[src/rtl/imem_loader_pkg.sv]
// ---------------------------------------------------------------------------
// imem_loader_pkg
// Shared definitions for the boot-time instruction-memory loader.
//   - loader FSM state encoding
//   - word width, index width and header count width shared with the
//     instruction memory
//   - header byte count and a small byte-count helper
// Optional feature macro used by the loader: IMEM_LOADER_CHKSUM_EN
// ---------------------------------------------------------------------------
package imem_loader_pkg;

    // Widths agreed with the instruction memory and the image format
    localparam int IMEM_DATA_W = 32;
    localparam int IMEM_ADDR_W = 10;
    localparam int IMEM_CNT_W  = 16;

    // Number of whole bytes in a field of the given bit width
    function automatic int byteCount(input int width);
        return width / 8;
    endfunction

    // Larger of two widths; sizes the shared byte packer
    function automatic int maxInt(input int a, input int b);
        return (a > b) ? a : b;
    endfunction

    // Bytes in the little-endian word-count header
    localparam int IMEM_HDR_BYTES = byteCount(IMEM_CNT_W);

    // Loader states; CHK is only reachable when the checksum option is built in
    typedef enum logic [2:0] {
        ST_IDLE  = 3'd0,
        ST_HDR   = 3'd1,
        ST_DATA  = 3'd2,
        ST_WRITE = 3'd3,
        ST_DONE  = 3'd4,
        ST_ERR   = 3'd5,
        ST_CHK   = 3'd6
    } state_t;

endpackage

[src/rtl/imem_loader_byte_packer.sv]
// ---------------------------------------------------------------------------
// imem_loader_byte_packer
// Little-endian shift-in assembly of up to W/8 bytes. The first byte of a
// word lands in [7:0]. The number of bytes that complete a word is chosen per
// use through i_nbytes, so the same packer serves the header and data words.
//
// Ports
//   clk_i        clock, rising edge
//   rst_i        synchronous active-high reset
//   i_clear      restart assembly (byte counter and word to zero)
//   i_load       a byte is accepted this cycle
//   i_byte       the accepted byte
//   i_nbytes     bytes that make up the current word
//   o_wordNext   word including the byte being accepted this cycle
//   o_wordFull   the byte accepted this cycle completes the word
// ---------------------------------------------------------------------------
module imem_loader_byte_packer #(
    parameter int W  = 32,
    parameter int CW = $clog2(W / 8 + 1)
) (
    input  logic          clk_i,
    input  logic          rst_i,
    input  logic          i_clear,
    input  logic          i_load,
    input  logic [7:0]    i_byte,
    input  logic [CW-1:0] i_nbytes,
    output logic [W-1:0]  o_wordNext,
    output logic          o_wordFull
);

    localparam int NB = W / 8;

    logic [CW-1:0] r_cnt;
    logic [W-1:0]  r_word;

    // Merge the incoming byte into the lane selected by the byte counter.
    // The merged value is exposed so the caller can capture a completed word
    // on the same edge that accepts its final byte.
    always_comb begin
        o_wordNext = r_word;
        for (int b = 0; b < NB; b++) begin
            if (CW'(b) == r_cnt) begin
                o_wordNext[b*8 +: 8] = i_byte;
            end
        end
        o_wordFull = i_load && (r_cnt == (i_nbytes - 1'b1));
    end

    // Byte counter restarts after every completed word; partial words are
    // kept across input gaps because nothing changes without i_load.
    always_ff @(posedge clk_i) begin
        if (rst_i || i_clear) begin
            r_cnt  <= '0;
            r_word <= '0;
        end else if (i_load) begin
            r_word <= o_wordNext;
            r_cnt  <= o_wordFull ? '0 : r_cnt + 1'b1;
        end
    end

endmodule

[src/rtl/imem_loader.sv]
// ---------------------------------------------------------------------------
// imem_loader
// Boot-time program loader in front of the instruction memory write port.
// Receives a little-endian byte stream: a CNT_W-bit word count N followed by
// N DATA_W-bit words. Words are written to indices 0..N-1 and the core is
// held in reset until the whole image has landed.
//
// Optional feature macro: IMEM_LOADER_CHKSUM_EN
//   When defined, one trailing byte holding the modulo-256 sum of all data
//   bytes is checked after the last word; mismatch aborts the load.
//
// Ports
//   clk_i         clock, rising edge
//   rst_i         synchronous active-high reset
//   start_i       one-cycle pulse; starts a load from IDLE, DONE or ERR
//   byte_i        stream byte
//   byte_valid_i  stream byte valid
//   byte_ready_o  loader accepts a byte this cycle (state-only)
//   WE_o          instruction-memory write enable
//   AddrW_o       instruction-memory write index
//   DataW_o       instruction-memory write data
//   cpu_rst_o     core reset, released only in DONE
//   busy_o        load in progress
//   done_o        image loaded successfully
//   err_o         load aborted
// ---------------------------------------------------------------------------
module imem_loader
    import imem_loader_pkg::*;
#(
    parameter int DATA_W = IMEM_DATA_W,
    parameter int ADDR_W = IMEM_ADDR_W,
    parameter int CNT_W  = IMEM_CNT_W
) (
    input  logic              clk_i,
    input  logic              rst_i,
    input  logic              start_i,
    input  logic [7:0]        byte_i,
    input  logic              byte_valid_i,
    output logic              byte_ready_o,
    output logic              WE_o,
    output logic [ADDR_W-1:0] AddrW_o,
    output logic [DATA_W-1:0] DataW_o,
    output logic              cpu_rst_o,
    output logic              busy_o,
    output logic              done_o,
    output logic              err_o
);

    localparam int          HDR_BYTES  = (CNT_W == IMEM_CNT_W) ? IMEM_HDR_BYTES : byteCount(CNT_W);
    localparam int          WORD_BYTES = byteCount(DATA_W);
    localparam int          PACK_W     = maxInt(DATA_W, CNT_W);
    localparam int          PCW        = $clog2(PACK_W / 8 + 1);
    localparam logic [63:0] DEPTH      = 64'd1 << ADDR_W;

    state_t r_state;
    state_t w_nextState;

    logic              r_we;
    logic [ADDR_W-1:0] r_addrW;
    logic [DATA_W-1:0] r_dataW;
    logic [CNT_W-1:0]  r_count;
    logic [CNT_W-1:0]  r_wordsDone;
    logic [ADDR_W-1:0] r_index;

    logic              w_accept;
    logic              w_startOk;
    logic              w_packLoad;
    logic [PCW-1:0]    w_nbytes;
    logic [PACK_W-1:0] w_packNext;
    logic              w_packFull;
    logic [CNT_W-1:0]  w_hdrN;
    logic              w_nTooBig;
    logic [CNT_W-1:0]  w_wordsNext;

`ifdef IMEM_LOADER_CHKSUM_EN
    logic [7:0] r_sum;
`endif

    // Handshake and packer control. Only HDR and DATA feed the packer, so
    // bytes drained in ERR never disturb assembly state.
    always_comb begin
        w_accept    = byte_valid_i && byte_ready_o;
        w_startOk   = start_i && (r_state == ST_IDLE || r_state == ST_DONE || r_state == ST_ERR);
        w_packLoad  = w_accept && (r_state == ST_HDR || r_state == ST_DATA);
        w_nbytes    = (r_state == ST_HDR) ? PCW'(HDR_BYTES) : PCW'(WORD_BYTES);
        w_hdrN      = w_packNext[CNT_W-1:0];
        w_nTooBig   = 64'(w_hdrN) > DEPTH;
        w_wordsNext = r_wordsDone + 1'b1;
    end

    imem_loader_byte_packer #(
        .W  (PACK_W),
        .CW (PCW)
    ) u_packer (
        .clk_i      (clk_i),
        .rst_i      (rst_i),
        .i_clear    (w_startOk),
        .i_load     (w_packLoad),
        .i_byte     (byte_i),
        .i_nbytes   (w_nbytes),
        .o_wordNext (w_packNext),
        .o_wordFull (w_packFull)
    );

    // State register
    always_ff @(posedge clk_i) begin
        if (rst_i) begin
            r_state <= ST_IDLE;
        end else begin
            r_state <= w_nextState;
        end
    end

    // Next-state logic. An empty image still passes through CHK when the
    // checksum option is built in, expecting a sum of zero.
    always_comb begin
        w_nextState = r_state;
        case (r_state)
            ST_IDLE: begin
                if (start_i) w_nextState = ST_HDR;
            end
            ST_HDR: begin
                if (w_packFull) begin
                    if (w_hdrN == '0) begin
`ifdef IMEM_LOADER_CHKSUM_EN
                        w_nextState = ST_CHK;
`else
                        w_nextState = ST_DONE;
`endif
                    end else if (w_nTooBig) begin
                        w_nextState = ST_ERR;
                    end else begin
                        w_nextState = ST_DATA;
                    end
                end
            end
            ST_DATA: begin
                if (w_packFull) w_nextState = ST_WRITE;
            end
            ST_WRITE: begin
                if (w_wordsNext == r_count) begin
`ifdef IMEM_LOADER_CHKSUM_EN
                    w_nextState = ST_CHK;
`else
                    w_nextState = ST_DONE;
`endif
                end else begin
                    w_nextState = ST_DATA;
                end
            end
            ST_DONE: begin
                if (start_i) w_nextState = ST_HDR;
            end
            ST_ERR: begin
                if (start_i) w_nextState = ST_HDR;
            end
`ifdef IMEM_LOADER_CHKSUM_EN
            ST_CHK: begin
                if (w_accept) w_nextState = (byte_i == r_sum) ? ST_DONE : ST_ERR;
            end
`endif
            default: w_nextState = ST_IDLE;
        endcase
    end

    // Status outputs are decoded purely from state so byte_ready_o never
    // depends on byte_valid_i.
    always_comb begin
        byte_ready_o = (r_state == ST_HDR) || (r_state == ST_DATA) ||
                       (r_state == ST_ERR) || (r_state == ST_CHK);
        busy_o       = (r_state == ST_HDR) || (r_state == ST_DATA) ||
                       (r_state == ST_WRITE) || (r_state == ST_CHK);
        done_o       = (r_state == ST_DONE);
        err_o        = (r_state == ST_ERR);
        cpu_rst_o    = (r_state != ST_DONE);
    end

    // Write port registers are loaded on the edge that accepts the final byte
    // of a word, so they are valid exactly while the FSM sits in WRITE and
    // hold their values afterwards. The index simply wraps at ADDR_W bits.
    always_ff @(posedge clk_i) begin
        if (rst_i) begin
            r_we        <= 1'b0;
            r_addrW     <= '0;
            r_dataW     <= '0;
            r_count     <= '0;
            r_wordsDone <= '0;
            r_index     <= '0;
        end else begin
            r_we <= (r_state == ST_DATA) && w_packFull;
            if ((r_state == ST_DATA) && w_packFull) begin
                r_addrW <= r_index;
                r_dataW <= w_packNext[DATA_W-1:0];
            end
            if (w_startOk) begin
                r_count     <= '0;
                r_wordsDone <= '0;
                r_index     <= '0;
            end else if ((r_state == ST_HDR) && w_packFull) begin
                r_count <= w_hdrN;
            end else if (r_state == ST_WRITE) begin
                r_index     <= r_index + 1'b1;
                r_wordsDone <= w_wordsNext;
            end
        end
    end

`ifdef IMEM_LOADER_CHKSUM_EN
    // Running modulo-256 sum of data bytes only; header bytes are excluded.
    always_ff @(posedge clk_i) begin
        if (rst_i || w_startOk) begin
            r_sum <= '0;
        end else if (w_accept && (r_state == ST_DATA)) begin
            r_sum <= r_sum + byte_i;
        end
    end
`endif

    assign WE_o    = r_we;
    assign AddrW_o = r_addrW;
    assign DataW_o = r_dataW;

endmodule

[config.mk]
export PLATFORM = sky130hd
export DESIGN_NAME = imem_loader
export DESIGN_NICKNAME = d
export VERILOG_FILES = /design/src/rtl/imem_loader_pkg.sv /design/src/rtl/imem_loader_byte_packer.sv /design/src/rtl/imem_loader.sv
export SDC_FILE = /design/constraint.sdc
export NUM_CORES = 1
export LEC_CHECK = 0
export BUFFER_PORTS_ARGS = -buffer_cell sky130_fd_sc_hd__buf_2
export CAP_MARGIN = 20
export CELL_PAD_IN_SITES_DETAIL_PLACEMENT = 0
export CELL_PAD_IN_SITES_GLOBAL_PLACEMENT = 1
export CORE_MARGIN = 2
export CORE_UTILIZATION = 41
export DETAILED_ROUTE_END_ITERATION = 12
export PLACE_DENSITY_LB_ADDON = 0.1
export SYNTH_ARGS = -nofsm -noshare
export SYNTH_HDL_FRONTEND = slang
export SYNTH_SLANG_ARGS = --single-unit
[constraint.sdc]
create_clock -name clk_i -period 1.9 [get_ports clk_i]
set_input_delay 0.38 -clock clk_i [delete_from_list [all_inputs] [get_ports clk_i]]
set_output_delay 0.38 -clock clk_i [all_outputs]
set_load 0.01 [all_outputs]
## Word-level counts from Yosys, hierarchy flattened

Index checks and enable logic that the tools add are counted.

- Add/subtract/negate cells: 4
- Magnitude comparators: 1
- Eq/ne operators: 15
- Multiplexer cells: 13
- Bitwise operators: 1
- Reductions and logical operators: 21

Operator list:

| cell | number |
|---|---|
| 2-to-1 mux 8 bit | 4 |
| 2-to-1 mux 3 bit | 8 |
| adder 16 x 1 -> 16 bit, second input constant | 1 |
| == test 16 bit | 1 |
| greater-than comparator 16 x 11 -> 1 bit, second input constant | 1 |
| zero test 16 bit | 1 |
| case mux 3 bit (4 select lines) | 1 |
| adder 10 x 1 -> 10 bit, second input constant | 1 |
| == test 3 bit, second input constant | 3 |
| logical OR 1 bit | 8 |
| == test 2 x 3 -> 1 bit, first input constant | 2 |
| == test 3 x 2 -> 1 bit, second input constant | 2 |
| logical AND 1 bit | 6 |
| zero test 3 bit | 2 |
| inequality test 2 x 1 -> 1 bit, second input constant | 3 |
| adder 3 x 1 -> 3 bit, second input constant | 1 |
| == test 1 x 3 -> 1 bit, first input constant | 1 |
| == test 3 x 1 -> 1 bit, second input constant | 1 |
| == test 3 bit | 1 |
| inequality test 3 bit, second input constant | 1 |
| AND reduction 3 bit | 1 |
| OR reduction 3 bit | 1 |
| subtractor 3 x 1 -> 3 bit, second input constant | 1 |
| AND reduction 2 bit | 1 |
| other kinds (2) | 2 |

- Bits in registers: 123

## Longest topological paths before layout

Gate-level depths: netlist of run 1.

- Word-level depth: 10
- Mapped depth: 10
- Mapped depth without buffers: 9

## By module

Synthesis of run 1 repeated with hierarchy kept, for this count alone.

- Cells, all modules: 665
- Area, all modules: 5,708.0 sq um

Modules (own cells, without submodules):

| module | times used | cells an instance | area each (sq um) |
|---|---|---|---|
| imem_loader | 1 | 493 | 3,892.5 |
| imem_loader_byte_packer | 1 | 172 | 1,815.5 |

## Least setup slack after synthesis of run 1

OpenSTA, ideal clock, no wires.

- Path kind: register -> register
- Start point: register u_packer.r_cnt[1]
- End point: register r_state[1]
- Setup time: 0.070 ns
- Arrival time: 1.917 ns
- Data required time: 1.830 ns
- Path slack: -0.086 ns
- Stages on the path, launching flop included: 10
- Buffers on the path: 0
- Clock period less this slack: 1.986 ns
- Cell sequence: dfxtp_1 inv_1 ha_1 nor2b_1 or3_1 a22oi_1 xor2_1 a31oi_1 or2_0 a21oi_1

- Word-level cells in the longest chain between the ends: 7
- Elaborated cells between the ends (all ways): 15

RTL lines:

| item | RTL line | text |
|---|---|---|
| start, declared | imem_loader_byte_packer.sv:33 | `logic [CW-1:0] r_cnt;` |
| start signal, assigned | imem_loader_byte_packer.sv:57 | `r_cnt <= o_wordFull ? '0 : r_cnt + 1'b1;` |
| == test 1 x 3 -> 1 bit / zero test 3 bit (equally long branches) | imem_loader_byte_packer.sv:42 | `if (CW'(b) == r_cnt) begin` |
| 2-to-1 mux 8 bit | imem_loader_byte_packer.sv:42 |  |
| greater-than comparator 16 x 11 -> 1 bit | imem_loader.sv:87 | `w_nTooBig = 64'(w_hdrN) > DEPTH;` |
| 2-to-1 mux 3 bit | imem_loader.sv:130 | `end else if (w_nTooBig) begin` |
| 2-to-1 mux 3 bit | imem_loader.sv:124 | `if (w_hdrN == '0) begin` |
| 2-to-1 mux 3 bit | imem_loader.sv:123 | `if (w_packFull) begin` |
| case mux 3 bit (4 select lines) | imem_loader.sv:118 | `case (r_state)` |
| end signal, assigned | imem_loader.sv:110 | `r_state <= w_nextState;` |
| end, declared | imem_loader.sv:55 | `state_t r_state;` |

Several ways; a longest one is shown, not always the timed one. The select of a mux whose other input is x is not followed.
A chain may end at the register's enable or synchronous reset.

## Final worst setup path of run 1

- Start point: register r_wordsDone[0]
- End point: register r_state[2]

- Word-level cells in the longest chain between the ends: 4

RTL lines:

| item | RTL line | text |
|---|---|---|
| start, declared | imem_loader.sv:62 | `logic [CNT_W-1:0] r_wordsDone;` |
| start signal, assigned | imem_loader.sv:203 | `r_wordsDone <= w_wordsNext;` |
| adder 16 x 1 -> 16 bit | imem_loader.sv:88 | `w_wordsNext = r_wordsDone + 1'b1;` |
| == test 16 bit | imem_loader.sv:141 | `if (w_wordsNext == r_count) begin` |
| 2-to-1 mux 3 bit | imem_loader.sv:141 |  |
| case mux 3 bit (4 select lines) | imem_loader.sv:118 |  |

No other way between the ends.

==> results of run 1 <==
[cells in the final DEF (no fill, tap or decap), types with 8 or more instances in the layout]
master	count
dfxtp_1	117
mux2i_1	55
xnor2_1	29
nand3_1	26
nor2b_1	8
a211oi_2	20
buf_4	64
a211oi_1	29
clkbuf_16	19
nand2_1	54
nor2_1	115
xor2_1	21
buf_2	59
a21oi_1	30
[per-stage QoR]
step	power [µW]	cells	TNS (ps)	cell area, µm²	hold slack (ps)
after detailed placement	3200	905	-183	6640	448
final	6350	942	-71.9	7460	404
after CTS	6420	936	-26.3	7310	394
after global placement	3190	905	-20.4	6640	443
after global routing	6600	942	-373	7460	418
after floorplan	2970	647	-22.1	5770	436
[power by group through the flow]
stage	Clock, µW	Sequential, µW	Combinational (µW)
after floorplan	0	2670	304
after global placement	0	2680	520
after detailed placement	0	2680	522
after CTS	3270	2620	528
after global routing	3390	2620	586
final	3190	2620	536
[state kept, by name (all words and copies together), names as in the netlist]
| register | flops |
|---|---|
| AddrW_o | 10 |
| DataW_o | 32 |
| WE_o | 1 |
| r_count | 16 |
| r_index | 10 |
| r_state | 3 |
| r_wordsDone | 16 |
| u_packer.r_cnt | 3 |
| u_packer.r_word | 32 |
[layer usage]
layer | part of all wire, % | wire, µm | up-vias
met5 | 0 | 0 | -
met4 | 2.1 | 305 | 0
met3 | 2.9 | 420 | 23
met2 | 48 | 6950 | 80
met1 | 47 | 6750 | 2266
li1 | - | - | 2416
[area by class of cell]
cell class / count / share of cell area [%]
multi-input combinational: 466 / 42.1
sequential: 123 / 33.1
timing repair buffer: 134 / 13.5
clock buffer: 23 / 6.67
tap: 180 / 3.02
clock inverter: 7 / 1.19
inverter: 9 / 0.453
[worst register-to-register path, stage by stage (launching register included)]
cell and delay (ps):
dfxtp_2 340, ha_2 190, and4_4 190, nor4_4 290
a31oi_1 70, o22ai_1 160, nand4_1 160, or3_1 380
a21oi_1 130
[kinds of logic (layout without fill, tap and decap cells)]
logic type	count (synthesis)	count (layout)	synth area share, %
flip-flops	123	123	42.7
buffers and inverters	58	173	4.99
multiplexers	55	55	9.54
XOR/XNOR	51	51	7.74
AND/OR/NAND/NOR	256	256	20.7
AO/OA/AOI/OAI	96	96	12.6
adder cells (fa/ha/maj)	8	8	1.73
[worst min-delay path by stage]
| stage | endpoint | startpoint | slack, ps | cells past startpoint |
|---|---|---|---|---|
| 4_1_cts | u_packer.r_word[20] | byte_i[4] | 390 | 4 |
| 3_5_place_dp | AddrW_o[6] | AddrW_o[6] | 450 | 2 |
| 6_report | u_packer.r_word[20] | byte_i[4] | 400 | 4 |
| 2_1_floorplan | u_packer.r_word[24] | u_packer.r_word[24] | 440 | 2 |
| 3_3_place_gp | AddrW_o[0] | AddrW_o[0] | 440 | 2 |
| 5_1_grt | u_packer.r_word[30] | byte_i[6] | 420 | 4 |
[what timing repair did]
item | 4_1_cts | 5_1_grt
pin swaps | 5 | 7
gates resized for setup | 13 | 20
hold endpoints to repair | 0 | 0
endpoints found under the setup margin | 5 | 52
cloned | 1 | 2
setup buffers | 0 | 4
==> summary.txt, run 1 <==
Synthesis
  – EDFF count, synth: 0
  – Post-synthesis cell count: 647
  – Largest area contributor in the netlist: dfxtp_1
  – Seq cells post-synth: 123
  – Mapped Nets: about 670
  – Synthesized area per cell: 8.92 µm²
  – Ys async rst share: 0%
  – Top_reg_cell synth: dfxtp_1
  – Top cells by area, synth: dfxtp_1 (43%), mux2i_1 (9.5%), nor2_1 (7.5%)
  – Cell with the most instances after synthesis: dfxtp_1
  – Seq/Total Area, Yosys: 42.7%
  – Post-synth top area share: 42.7%
  – Top cells by count, synth: dfxtp_1 (123), nor2_1 (116), mux2i_1 (55), nand2_1 (55), a211oi_1 (31)
  – Netlist cell types: 51
  – Netlist Area Pre-Place: 5770 µm²
  – Yosys warns: 0

Cells and area
  – Final Net Count: 771
  – Multi-input gate area: 3140 µm²
  – Post-layout util: 54.0%
  – Layout cells sized above 1: 28.5%
  – Sequential cell area: 2470 µm²
  – P&R area growth vs syn: 29.4%
  – Antenna diodes: 0
  – FILL cells: 1289

Setup path
  – Largest delay share family, worst path: simple AND/OR/NAND/NOR gates
  – Ordered cell list for the critical path: ha_2 > and4_4 > nor4_4 > a31oi_1 > o22ai_1 > nand4_1 > or3_1 > a21oi_1
  – CP required: 2250 ps
  – Setup Crit Path Kind: reg -> reg
  – Reg2reg setup slack: -70 ps
  – Setup crit start: r_wordsDone[0]
  – Critical Path End Type: flip-flop
  – Crit-path max cell delay: 380 ps
  – Reg2reg path depth: 8
  – WP data arrival: 2320 ps
  – CP Buf/Inv Count: 0
  – Critical-path cell with the highest stage delay: or3_1
  – Crit path to: r_state[2]
  – Critical path launch point type: flip-flop
  – Max FO, Critical Path: 4
  – Reg2reg end: r_state[2]
  – R2r startpoint: r_wordsDone[0]
  – CP Depth: 8

Clocking
  – CTS tree: built
  – CTS H-tree depth: 4
  – CTS Buffer Depth: 2
  – Worst-path clk slew: 50 ps
  – CTS buffer count: 17
  – Root cell of the clock tree: clkbuf_16
  – Cts-stage hold buffer count: 0
  – Clock sink total: 123
  – Worst-Skew Late Latency: between 400 and 500 ps

GRT
  – Vias in the first global route: 4504
  – First-pass GRT wire length: 23.1 mm
  – Met2 global-route usage: 32.1%
  – GRT overflow: 0
  – Largest net degree at the start of global routing: 53
  – Initial antenna violation count: 0
  – Tot GR Track Use: 19.9%
  – Grt met3 use: 4.55%
  – Met1 Use GR: around a quarter
  – GRT busiest layer: met2

Pwr
  – Leakage: 0.00282 µW
  – Clk pwr share: between 50% and 60%
  – Net Sw Frac: approximately 23%
  – Pint: 4920 µW
  – Combinational power share: roughly 8.4%
  – Worst vdd ir: 552 µV
  – Cell Pwr Density: 851 nW/µm²
  – Sequential cell fraction of total power: 41.3%
  – Sw Pwr: 1440 µW

Detailed routing
  – Pre-antenna DRT Iters: 5
  – 1st-iter DRT viols: 223
  – Antenna viol nets, final: 0
  – Vias post-DR: 4785
  – Routed wire length: 14.4 mm
  – Routed len/inst: between 15 and 20 µm
  – Detailed-route vias per instance: around 5.1
  – DRC: 0

Placed design
  – Post-place setup slack: -99.3 ps
  – PortBufs: 59
  – Routability cong.: roughly 0.89
  – HPWL Detailed: 10.1 mm

Run status
  – Failing checks: negative setup slack
  – Status: complete, but fails checks

STA
  – Final hold vios: 0
  – RSZ-0062 raised after global routing: true
  – Slew @ Worst Pin: 479 ps
  – Slew HR: between 60% and 70%
  – Layout Skew: 9.20 ps
  – Max Fclk: 507 MHz
  – Final setup fails: 1
  – Setup ws final: -71.9 ps
  – Minimum clock period: 1970 ps
  – Tcrit/Tclk final: 104%
  – Slew Limit Fails: 0

Worst hold path
  – Hold Path Class: in -> reg

Floorplanning
  – Starting Density: 41.7%
  – Row count: between 40 and 50
  – Top Ports: 60
  – Core area: around 14000 µm²
  – Die area: approximately 15000 µm²
  – Die Span Y: 123 µm
  – Horiz. Die Dim: around 120 µm

Run
  – Max cap viols: 0
(Power assumes the default switching activity.)
==> inputs of run 2 (changes only) <==
--- a/config.mk
+++ b/config.mk
@@ -11,8 +11,10 @@
 export CELL_PAD_IN_SITES_GLOBAL_PLACEMENT = 1
 export CORE_MARGIN = 2
 export CORE_UTILIZATION = 41
+export CTS_CLUSTER_DIAMETER = 40
 export DETAILED_ROUTE_END_ITERATION = 12
-export PLACE_DENSITY_LB_ADDON = 0.1
+export PLACE_DENSITY = 0.74
+export SKIP_CTS_REPAIR_TIMING = 1
 export SYNTH_ARGS = -nofsm -noshare
 export SYNTH_HDL_FRONTEND = slang
 export SYNTH_SLANG_ARGS = --single-unit
==> summary.txt, run 2 (synthesis gave the netlist of run 1 again) <==
Run status
  – Status: complete, but fails checks (unchanged)
  – Failing checks: negative setup slack (unchanged)

Setup path
  – Critical Path End Type: flip-flop (unchanged)
  – Reg2reg path depth: 9 (was 8)
  – Max FO, Critical Path: 2 (was 4)
  – Crit path to: r_state[1] (was r_state[2])
  – R2r startpoint: u_packer.r_cnt[1] (was r_wordsDone[0])
  – Critical path launch point type: flip-flop (unchanged)
  – Reg2reg end: r_state[1] (was r_state[2])
  – Critical-path cell with the highest stage delay: dfxtp_2 (was or3_1)
  – WP data arrival: 2260 ps (was 2320 ps)
  – Ordered cell list for the critical path: inv_2 > ha_4 > nor2b_4 > or3_1 > a22oi_2 > xor2_1 > a31oi_1 > or2_0 > a21oi_1 (was ha_2 > and4_4 > nor4_4 > a31oi_1 > o22ai_1 > nand4_1 > or3_1 > a21oi_1)
  – Setup crit start: u_packer.r_cnt[1] (was r_wordsDone[0])
  – Crit-path max cell delay: 330 ps (was 380 ps)
  – Setup Crit Path Kind: reg -> reg (unchanged)
  – CP required: 2240 ps (was 2250 ps)
  – Reg2reg setup slack: -20 ps (was -70 ps)

Pwr
  – Sw Pwr: 1490 µW (was 1440 µW)
  – Cell Pwr Density: 870 nW/µm² (was 851 nW/µm²)
  – Pint: 5110 µW (was 4920 µW)
  – Sequential cell fraction of total power: 39.7% (was 41.3%)
  – Net Sw Frac: 22.6% (about the same)
  – Leakage: 0.00292 µW (was 0.00282 µW)
  – Combinational power share: 8.0% (was 8.4%)
  – Worst vdd ir: 713 µV (was 552 µV)
  – Clk pwr share: 52.3% (was 50.3%)

Floorplanning
  – Die Span Y: 123 µm (unchanged)
  – Starting Density: 41.7% (unchanged)
  – Horiz. Die Dim: 123 µm (unchanged)
  – Core area: 13800 µm² (unchanged)
  – Top Ports: 60 (unchanged)
  – Row count: 43 (unchanged)
  – Die area: 15000 µm² (unchanged)

Clocking
  – Root cell of the clock tree: clkbuf_16 (unchanged)
  – CTS tree: built (unchanged)
  – CTS Buffer Depth: 2 (unchanged)
  – Worst-Skew Late Latency: 420 ps (was 410 ps)
  – Worst-path clk slew: 50 ps (about the same)
  – CTS H-tree depth: 4 (unchanged)
  – Clock sink total: 123 (unchanged)
  – CTS buffer count: 17 (unchanged)

Detailed routing
  – Routed len/inst: 16.0 µm (was 15.3 µm)
  – 1st-iter DRT viols: 285 (was 223)
  – Routed wire length: 15.2 mm (was 14.4 mm)
  – Vias post-DR: 4859 (was 4785)
  – DRC: 0 (unchanged)
  – Pre-antenna DRT Iters: 6 (was 5)
  – Detailed-route vias per instance: 5.11 (was 5.08)
  – Antenna viol nets, final: 0 (unchanged)

Cells and area
  – Antenna diodes: 0 (unchanged)
  – Non-filler cells in the finished layout: 951 (was 942)
  – Final Net Count: 778 (was 771)
  – Layout cells sized above 1: 29.6% (was 28.5%)
  – FILL cells: 1216 (was 1289)
  – Commonest non-fill, non-tap cells in the layout: dfxtp_1 (116), nor2_1 (116), buf_4 (65), buf_2 (59), nand2_1 (55) (was dfxtp_1 (117), nor2_1 (115), buf_4 (64), buf_2 (59), mux2i_1 (55))
  – P&R area growth vs syn: 31.5% (was 29.4%)

STA
  – Hold_ws: 350 ps (was 404 ps)
  – Slew Limit Fails: 0 (unchanged)
  – Layout Skew: 6.42 ps (was 9.20 ps)
  – Final setup fails: 2 (was 1)
  – Setup ws final: -20.6 ps (was -71.9 ps)
  – Max Fclk: 521 MHz (was 507 MHz)
  – Final hold vios: 0 (unchanged)
  – Slew @ Worst Pin: 402 ps (was 479 ps)
  – RSZ-0062 raised after global routing: true (unchanged)
  – Minimum clock period: 1920 ps (was 1970 ps)
  – Setup TNS: -30.1 ps (was -71.9 ps)
  – Tcrit/Tclk final: 101% (was 104%)
  – Slew HR: 72.4% (was 67.1%)

Worst hold path
  – Hold Path Class: in -> reg (unchanged)

Placed design
  – Routability cong.: 0.898 (was 0.891)
  – PortBufs: 59 (unchanged)
  – Inst Count DP: 901 (was 905)
  – Post-place setup slack: -71.6 ps (was -99.3 ps)
  – HPWL Detailed: 10.1 mm (about the same)

Run
  – Max cap viols: 0 (unchanged)

GRT
  – First-pass GRT wire length: 23.2 mm (was 23.1 mm)
  – Largest net degree at the start of global routing: 41 (was 53)
  – Tot GR Track Use: 20.1% (was 19.9%)
  – Initial antenna violation count: 0 (unchanged)
  – GRT overflow: 0 (unchanged)
  – Vias in the first global route: 4584 (was 4504)
[run 2: worst max-delay path, delay by kind of cell, from the launching register on]
family / cells / cell delay (ps)
simple gates: 3 / 660
fa+ha+maj: 1 / 140
flops: 1 / 330
compound gates: 3 / 450
buf+inv: 1 / 50
xor+xnor: 1 / 210
[run 2: area by class of cell]
cell class / count / area [µm²] / share of cell area [%]
multi-input cells: 467 / 3130 / 41.3
flip-flops and latches: 123 / 2470 / 32.6
repair buffers: 140 / 1090 / 14.3
clock buffers: 21 / 470 / 6.20
well taps: 180 / 225 / 2.97
clock inverters: 11 / 165 / 2.18
inverters: 9 / 33.8 / 0.445
[run 2: how the worst min path moves through the flow]
| stage | startpoint | to | slack, ps | depth (start not counted) |
|---|---|---|---|---|
| finish | rst_i | r_count[4] | 350 | 3 |
| global route | rst_i | r_count[4] | 350 | 3 |
| CTS | rst_i | r_count[4] | 330 | 3 |
| detailed placement | u_packer.r_word[31] | u_packer.r_word[31] | 450 | 2 |
| global placement | AddrW_o[6] | AddrW_o[6] | 440 | 2 |
| floorplan | u_packer.r_word[24] | u_packer.r_word[24] | 440 | 2 |
[run 2: power by group through the flow]
stage,registers [µW],clock network (µW),logic (µW)
after global routing,2620,3630,573
after detailed placement,2670,0,490
after global placement,2670,0,485
final,2620,3450,529
after floorplan,2670,0,304
after CTS,2620,3520,493
[run 2: routing by layer]
layer  up-vias  routed length [µm]  part of all wire, %  GRT usage [%]
met2        99                7550                   50           33.1
met1      2295                6830                   45           25.5
met4         0                 308                  2.0           8.05
li1       2440                   -                    -              -
met3        25                 541                  3.6           4.55
met5         -                   0                    0              0
[run 2: per-stage QoR]
stage	power [µW]	cell area [µm²]	util, %
finish	6600	7590	54.9
global route	6830	7590	54.9
CTS	6630	7200	52.1
detailed placement	3160	6570	47.5
global placement	3160	6570	47.5
floorplan	2970	5770	-
==> inputs of run 3 (changes only) <==
--- a/config.mk
+++ b/config.mk
@@ -7,13 +7,11 @@
 export LEC_CHECK = 0
 export BUFFER_PORTS_ARGS = -buffer_cell sky130_fd_sc_hd__buf_2
 export CAP_MARGIN = 20
-export CELL_PAD_IN_SITES_DETAIL_PLACEMENT = 0
-export CELL_PAD_IN_SITES_GLOBAL_PLACEMENT = 1
 export CORE_MARGIN = 2
-export CORE_UTILIZATION = 41
+export CORE_UTILIZATION = 45
 export CTS_CLUSTER_DIAMETER = 40
 export DETAILED_ROUTE_END_ITERATION = 12
-export PLACE_DENSITY = 0.74
+export PLACE_DENSITY = 0.64
 export SKIP_CTS_REPAIR_TIMING = 1
 export SYNTH_ARGS = -nofsm -noshare
 export SYNTH_HDL_FRONTEND = slang
==> summary.txt, run 3 (synthesis gave the netlist of run 1 again) <==
Run status
  – Status: complete, but fails checks (unchanged)
  – Failing checks: negative setup slack (unchanged)

STA
  – Hold_ws: 312 ps (was 350 ps)
  – Final hold vios: 0 (unchanged)
  – Slew @ Worst Pin: 438 ps (was 402 ps)
  – Final setup fails: 13 (was 2)
  – Layout Skew: 10.8 ps (was 6.42 ps)
  – Minimum clock period: 1970 ps (was 1920 ps)
  – Setup ws final: -68.6 ps (was -20.6 ps)
  – Slew HR: 70.0% (was 72.4%)
  – Setup TNS: -208 ps (was -30.1 ps)
  – Tcrit/Tclk final: 104% (was 101%)
  – Slew Limit Fails: 0 (unchanged)
  – Max Fclk: 508 MHz (was 521 MHz)
  – RSZ-0062 raised after global routing: true (unchanged)

Floorplanning
  – Top Ports: 60 (unchanged)
  – Horiz. Die Dim: 117 µm (was 123 µm)
  – Starting Density: 45.9% (was 41.7%)
  – Die area: 13700 µm² (was 15000 µm²)
  – Core area: 12600 µm² (was 13800 µm²)
  – Die Span Y: 117 µm (was 123 µm)
  – Row count: 41 (was 43)

Pwr
  – Worst vdd ir: 579 µV (was 713 µV)
  – Leakage: 0.00290 µW (was 0.00292 µW)
  – Cell Pwr Density: 861 nW/µm² (was 870 nW/µm²)

Worst hold path
  – Hold Path Sink: u_packer.r_word[24] (was r_count[4])
  – Hold Crit Start: byte_i[0] (was rst_i)
  – Hold depth: 3 (unchanged)
  – Hold Path Class: in -> reg (unchanged)

Placed design
  – Routability cong.: 0.883 (was 0.898)
  – Post-place setup slack: -88.8 ps (was -71.6 ps)
  – Placed instance area: 6560 µm² (was 6570 µm²)
  – HPWL Detailed: 9.87 mm (was 10.1 mm)
  – PortBufs: 59 (unchanged)

Clocking
  – CTS buffer count: 17 (unchanged)
  – CTS H-tree depth: 4 (unchanged)
  – CTS Buffer Depth: 2 (unchanged)
  – Worst-Skew Late Latency: 420 ps (about the same)
  – CTS tree: built (unchanged)
  – Clock sink total: 123 (unchanged)
  – Worst-path clk slew: 60 ps (was 50 ps)
  – Root cell of the clock tree: clkbuf_16 (unchanged)

Detailed routing
  – Antenna viol nets, final: 0 (unchanged)
  – Pre-antenna DRT Iters: 5 (was 6)
  – Routed wire length: 15.0 mm (was 15.2 mm)
  – Routed len/inst: 15.9 µm (was 16.0 µm)
  – Vias post-DR: 4891 (was 4859)
  – DRC: 0 (unchanged)
  – 1st-iter DRT viols: 215 (was 285)
  – Detailed-route vias per instance: 5.18 (was 5.11)

GRT
  – GRT overflow: 0 (unchanged)
  – Vias in the first global route: 4606 (was 4584)
  – First-pass GRT wire length: 22.6 mm (was 23.2 mm)
  – Tot GR Track Use: 21.3% (was 20.1%)
  – Largest net degree at the start of global routing: 68 (was 41)
  – Initial antenna violation count: 0 (unchanged)

Setup path
  – R2r startpoint: u_packer.r_cnt[1] (unchanged)
  – Max FO, Critical Path: 2 (unchanged)
  – Crit-path max cell delay: 370 ps (was 330 ps)
  – Setup Crit Path Kind: reg -> reg (unchanged)
  – Ordered cell list for the critical path: inv_2 > ha_4 > nor2b_4 > or3_4 > a22oi_2 > xor2_1 > a31oi_1 > or2_0 > a21oi_1 (was inv_2 > ha_4 > nor2b_4 > or3_1 > a22oi_2 > xor2_1 > a31oi_1 > or2_0 > a21oi_1)
  – Critical Path End Type: flip-flop (unchanged)
  – WP data arrival: 2320 ps (was 2260 ps)
  – Reg2reg end: r_state[1] (unchanged)
  – Reg2reg path depth: 9 (unchanged)
  – Largest delay share family, worst path: simple AND/OR/NAND/NOR gates (unchanged)
  – Critical-path cell with the highest stage delay: or3_4 (was dfxtp_2)
  – Reg2reg setup slack: -70 ps (was -20 ps)
  – CP Buf/Inv Count: 1 (unchanged)
  – Critical path launch point type: flip-flop (unchanged)
  – Setup crit start: u_packer.r_cnt[1] (unchanged)
  – CP required: 2250 ps (was 2240 ps)

Cells and area
  – Final Net Count: 780 (was 778)
  – Commonest non-fill, non-tap cells in the layout: dfxtp_1 (118), nor2_1 (115), buf_4 (65), buf_2 (59), nand2_1 (55) (was dfxtp_1 (116), nor2_1 (116), buf_4 (65), buf_2 (59), nand2_1 (55))
  – Antenna diodes: 0 (unchanged)
  – Layout cells sized above 1: 30.4% (was 29.6%)
  – Final instance area: 7600 µm² (was 7590 µm²)
  – P&R area growth vs syn: 31.7% (was 31.5%)
  – Commonest non-fill, non-tap cell in the layout: dfxtp_1

Run
  – Max cap viols: 0 (unchanged)
[run 3: routing by layer]
metal	track usage [%]	up-vias	share of wire [%]
met1	26.7	2315	45
met4	9.49	0	1.2
met5	0	-	0
met2	35.1	113	50
met3	4.63	11	3.7
li1	-	2452	-
[run 3: how the worst max path moves through the flow]
stage	slack, ps	endpoint	cells past startpoint
floorplan	-20	r_state[1]	9
global placement	-50	r_state[0]	10
detailed placement	-90	r_state[0]	10
CTS	-150	r_state[2]	6
global route	-200	r_state[1]	9
finish	-70	r_state[1]	9
[run 3: layout make-up]
cell class              instances  area [µm²]
repair buffers                142        1100
clock buffers                  17         425
flip-flops and latches        123        2470
clock inverters                15         199
well taps                     172         215
multi-input cells             467        3160
fillers                      1053        4970
inverters                       9        33.8
[run 3: where the power goes]
part | switching [µW] | leakage [µW] | internal, µW
logic | 315 | 0.00161 | 221
clock network | 1200 | 0.000291 | 2190
registers | 17.5 | 0.000993 | 2600
[run 3: per-stage QoR]
| step | util [%] | total power, µW | instances |
|---|---|---|---|
| final | 60.5 | 6540 | 945 |
| after CTS | 57.1 | 6540 | 923 |
| after global routing | 60.5 | 6760 | 945 |
| after global placement | 52.2 | 3150 | 891 |
| after detailed placement | 52.2 | 3160 | 891 |
| after floorplan | - | 2970 | 647 |
[run 3: worst min-delay path: stages]
cell,delay (ps)
buf_2,160
nand3_1,100
a21oi_1,50
